File: config.mk
export PLATFORM = sky130hd
export DESIGN_NAME = imem_boot_loader
export DESIGN_NICKNAME = d
export VERILOG_FILES = /design/src/rtl/imem_boot_loader.sv
export SDC_FILE = /design/constraint.sdc
export NUM_CORES = 1
export LEC_CHECK = 0
export BUFFER_PORTS_ARGS = -buffer_cell sky130_fd_sc_hd__buf_2
export CORE_MARGIN = 2
export CORE_UTILIZATION = 30
export CTS_CLUSTER_DIAMETER = 30
export CTS_CLUSTER_SIZE = 14
export DETAILED_ROUTE_END_ITERATION = 10
export PLACE_DENSITY = 0.59
export SETUP_SLACK_MARGIN = 0.15
export SLEW_MARGIN = 40
export SYNTH_ARGS = -nofsm -noshare
export SYNTH_HDL_FRONTEND = slang
export SYNTH_SLANG_ARGS = --single-unit
File: constraint.sdc
create_clock -name clk -period 4.5 [get_ports clk]
set_input_delay 0.225 -clock clk [delete_from_list [all_inputs] [get_ports clk]]
set_output_delay 0.225 -clock clk [all_outputs]
set_load 0.02 [all_outputs]
File: src/rtl/imem_boot_loader.sv
// imem_boot_loader: streams a big-endian byte image into instruction memory, then releases CPU reset
module imem_boot_loader #(
    parameter int ADDR_W = 8
) (
    input  logic              clk,
    input  logic              rst,
    input  logic              in_valid,
    input  logic [7:0]        in_data,
    input  logic              in_last,
    output logic              in_ready,
    output logic              wr_en,
    output logic [ADDR_W-1:0] wr_addr,
    output logic [31:0]       wr_data,
    output logic [ADDR_W:0]   word_count,
    output logic              cpu_rst,
    output logic              done,
    output logic              err
);
    typedef enum logic [2:0] {IDLE, LOAD, WRITE, DONE, ERROR} state_t;
    state_t            state, state_n;
    logic [1:0]        byte_cnt;
    logic [ADDR_W-1:0] word_addr;
    logic [31:0]       shift_q;
    logic              last_flag;
    logic              accept;
    assign accept = in_valid && state == LOAD;
    // state register
    always_ff @(posedge clk or posedge rst)
        if (rst) state <= IDLE;
        else state <= state_n;
    // next state and state-decoded outputs; later assignments take priority
    always_comb begin
        in_ready = state == LOAD;
        wr_en = state == WRITE;
        done = state == DONE;
        err = state == ERROR;
        cpu_rst = state != DONE;
        state_n = state;
        if (state == IDLE) state_n = LOAD;
        if (accept) state_n = byte_cnt == 2'd3 ? WRITE : in_last ? ERROR : LOAD;
        if (state == WRITE) state_n = last_flag ? DONE : &word_addr ? ERROR : LOAD;
    end
    // byte assembly, write-port capture on the 4th byte, and address/count advance after each write
    always_ff @(posedge clk or posedge rst)
        if (rst) begin
            byte_cnt <= '0;
            word_addr <= '0;
            word_count <= '0;
            shift_q <= '0;
            last_flag <= 1'b0;
            wr_addr <= '0;
            wr_data <= '0;
        end else begin
            if (accept) begin
                shift_q <= {shift_q[23:0], in_data};
                byte_cnt <= byte_cnt + 2'd1;
                if (byte_cnt == 2'd3) begin
                    last_flag <= in_last;
                    wr_addr <= word_addr;
                    wr_data <= {shift_q[23:0], in_data};
                end
            end
            if (state == WRITE) begin
                word_addr <= word_addr + 1'b1;
                word_count <= word_count + 1'b1;
            end
        end
endmodule
Word level (Yosys, flattened, before mapping) --
Index checks and enable logic that the tools add are counted.
Operators by class: add/sub/neg operators 3, reduce and logical (&&, ||, !) cells 5, multiplexer cells 7, equal/unequal tests 6
Operators with widths (number):
- $mux W3 | 7
- $add A9 B1 Y9 const B | 1
- $add A8 B1 Y8 const B | 1
- $reduce_and A8 Y1 | 1
- $eq A3 B2 Y1 const B | 2
- $eq A3 B1 Y1 const B | 1
- $eq A3 B3 Y1 const B | 1
- $logic_not A3 Y1 | 1
- $ne A3 B2 Y1 const B | 1
- $reduce_bool A3 Y1 | 1
- $add A2 B1 Y2 const B | 1
- $eq A2 B2 Y1 const B | 1
- $reduce_and A2 Y1 | 1
- $logic_and A1 B1 Y1 | 1
Word-level totals: logic and storage cells 29, register bits after elaboration 87, bits of input ports 12, output and inout bits 54

Logic depth before layout (Yosys ltp) --
word-level depth 4, depth in mapped cells 5, mapped depth without buffers 4

Worst setup path after synthesis --
No wires, ideal clock.
path type register to register, start point register state[2], end point register shift_q[0], clock period less this slack 1.480 ns, slack 3.020 ns, required time 4.375 ns, buffers on the path 2, data arrival time 1.356 ns, stages on the path, launching flop included 5, setup time 0.125 ns, cells stage by stage dfrtp_1 and4bb_4 buf_6 buf_6 mux2_2
Between the ends: cells in the longest elaborated chain, start to end 2
RTL lines:
- start, declared | RTL line 20 | state_t state, state_n;
- start signal, assigned | RTL line 30 | else state <= state_n;
- $eq A3 B1 Y1 | RTL line 26 | assign accept = in_valid && state == LOAD;
- $logic_and A1 B1 Y1 | RTL line 26
- end signal, assigned | RTL line 55 | shift_q <= {shift_q[23:0], in_data};
- end, declared | RTL line 23 | logic [31:0] shift_q;
Every way passes these cells. A chain may end at the register's enable or synchronous reset.

Final worst setup path --
start point register state[2], end point register wr_data[8]
Between the ends: cells in the longest elaborated chain, start to end 3
RTL lines:
- $eq A3 B1 Y1 | RTL line 26
- $logic_and A1 B1 Y1 | RTL line 26
- $reduce_and A2 Y1 (no line)
- end signal, assigned | RTL line 60 | wr_data <= {shift_q[23:0], in_data};
- end, declared | RTL line 13 | output logic [31:0] wr_data,
Every way passes these cells.

==> reports/metrics.yaml <==
status: "completed"
num-nets-final: 308
fp.dieW_um: 113
relSlewSlack_pct: 46.1
cts_sinks: 87
end_kind: "flip-flop"
start_kind: "flip-flop"
syn-mean-instance-area_um2: 16.1
hold_path_class: "input port to flip-flop"
ir_drop_mv: 0.174
hold_viol: 0
antenna_found_initial: 0
clock_path_buffers: 2
ys_top_cells_by_count: "dfrtp_1 (87), mux2_4 (40), mux2_2 (28)"
wl_um: 6550
cap_violations: 0
tightestPinTransition_ns: 0.808
yosys_warnings: 0
die-area_um2: 12800
place_inst: 424
htreeDepth: 3
clkTransAtPathRegs_ns: 0.06
crit_type: "flip-flop to flip-flop"
cp.arrival_ns: 2.49
netlist_area_um2: 3590
drtIter0Drc: 92
layout_min_cycle_time_ns: 2.27
period_share_pct: 50.5
dr.pass1.iters: 4
finalMaxSlewViolations: 0
core_um2: 11600
vias: 1972
ys.flop_type: "dfrtp_1"
cp_max_fo: 41
yosys-top-cells-area: "dfrtp_1 (61%), mux2_4 (17%), mux2_2 (8.8%)"
port-buffer-count: 65
root_buffer: "clkbuf_16"
synth_edf_count: 0
clkLatencyLatePin_ns: 0.33
cts_tree: "yes"
max_freq_ghz: 0.440
cts-resized-gates: 0
ant_nets: 0
syn-num-nets: 238
rows: 39
synth_seq_area_share_pct: 60.7
hpwlAfterDp_um: 4490
num_antenna_cells: 0
final_cells: 441
synth_top_area_share_pct: 60.7
rsz0062_at_grt: "false"
synth-seq-cells: 87
num_io_pins: 66
skew_ns: 0.00346
route.detailed.drc: 0
gr-usage-all-layers_pct: 10.7
yosysMostFrequentCell: "dfrtp_1"
syn_inst: 223
grt_max_degree: 52
via_per_inst: 4.47
p_leak_uw: 0.00243
final_util_pct: 37.6
crit_required_ns: 4.72
synthArstFlopShare_pct: 100
synth_top_area_cell: "dfrtp_1"
drive_gt1_share_pct: 52.0
routedWlPerCell_um: 14.9
die_h_um: 113
synth_cell_types: 25
initial_core_util_pct: 31.0
grt_pass1_wl_um: 10700
cts_inserted_buffers: 9
area_growth_pct: 21.4
gp_congestion: 0.745
grt-ovfl-total: 0
power_density_nw_per_um2: 363
grt_pass1_vias: 2057
setup_viol: 0
tns_ns: 0
-- what timing repair did --
action / CTS / global route
hold buffers: 1 / 0
setup buffers: 0 / 0
hold endpoints to repair: 36 / 0
-- logic make-up (layout without fill, tap and decap cells) --
family          count (synthesis)  count (layout)  synth area share (%)
buf+inv                        13              88                  2.72
flops                          87              87                  60.7
mux                            68              68                  25.5
xor+xnor                       16              16                  3.91
simple gates                   32              32                  5.48
fa+ha+maj                       3               3                  1.05
compound gates                  4               4                 0.593
-- final timing paths --
kind                                    start            end  slack (ns)  cells after the start
max in group asynchronous                 rst    wr_data[15]        2.96                      4
worst min register to register  word_count[8]  word_count[8]        0.47                      1
worst min-delay path               in_data[0]     wr_data[0]        0.14                      2
worst max-delay path                 state[2]     wr_data[8]        2.23                      3
min in group asynchronous                 rst     wr_addr[2]        0.49                      3
worst max register to register       state[2]     wr_data[8]        2.23                      3
-- critical path: stages (launching register included) --
cell and delay, ns:
dfrtp_1 0.43, and4bb_4 0.68, nand2_4 0.53, mux2_4 0.47
-- report_power, final --
part | leakage [uW] | switching (uW) | internal, uW
Sequential | 0.00121 | 0 | 782
Clock | 0.000148 | 290 | 484
Combinational | 0.00107 | 17.9 | 4.87
Total | 0.00243 | 308 | 1270
-- through the flow --
step	hold slack (ns)	area, um^2	power [uW]	worst slack [ns]
after global routing	0.133	4350	1640	2.11
after CTS	0.134	4350	1600	2.22
final	0.141	4350	1580	2.23
after global placement	0.317	4030	820	2.27
after floorplan	0.374	3590	808	2.02
after detailed placement	0.320	4030	820	2.23
-- state kept, by name (all words and copies together), names as in the netlist --
name / count
shift_q: 24
byte_cnt: 2
wr_addr: 8
word_count: 9
state: 3
wr_data: 32
last_flag: 1
word_addr: 8
-- placed cells by master, fill, tap and decap left out, types with 2 or more instances in the layout --
master | Yosys | final
a21oi_1 | 2 | 2
and3_1 | 6 | 6
buf_2 | 3 | 65
buf_4 | 0 | 2
bufinv_16 | 0 | 2
clkbuf_16 | 0 | 9
clkinv_2 | 0 | 3
clkinvlp_4 | 0 | 2
dfrtp_1 | 87 | 87
ha_1 | 3 | 3
inv_1 | 4 | 3
mux2_2 | 28 | 28
mux2_4 | 40 | 40
nand2_1 | 7 | 7
nand3_1 | 3 | 3
nand4_1 | 6 | 6
xnor2_1 | 13 | 13
xor2_1 | 3 | 3
-- area by class of cell --
type | instances | area, um^2
Fill cell | 1074 | 7210
Clock buffer | 10 | 229
Inverter | 4 | 16.3
Timing Repair Buffer | 68 | 350
Multi-Input combinational cell | 123 | 1320
Tap cell | 143 | 179
Clock inverter | 6 | 85.1
Sequential cell | 87 | 2180
-- layer usage --
metal | vias to the layer above | routed length, um | track usage [%]
li1 | 911 | - | -
met4 | 0 | 154 | 5.61
met3 | 12 | 208 | 2.68
met2 | 32 | 3030 | 15.8
met5 | - | 0 | 0
met1 | 1017 | 3160 | 14.7
No activity file was read; power rests on OpenSTA's default activity.
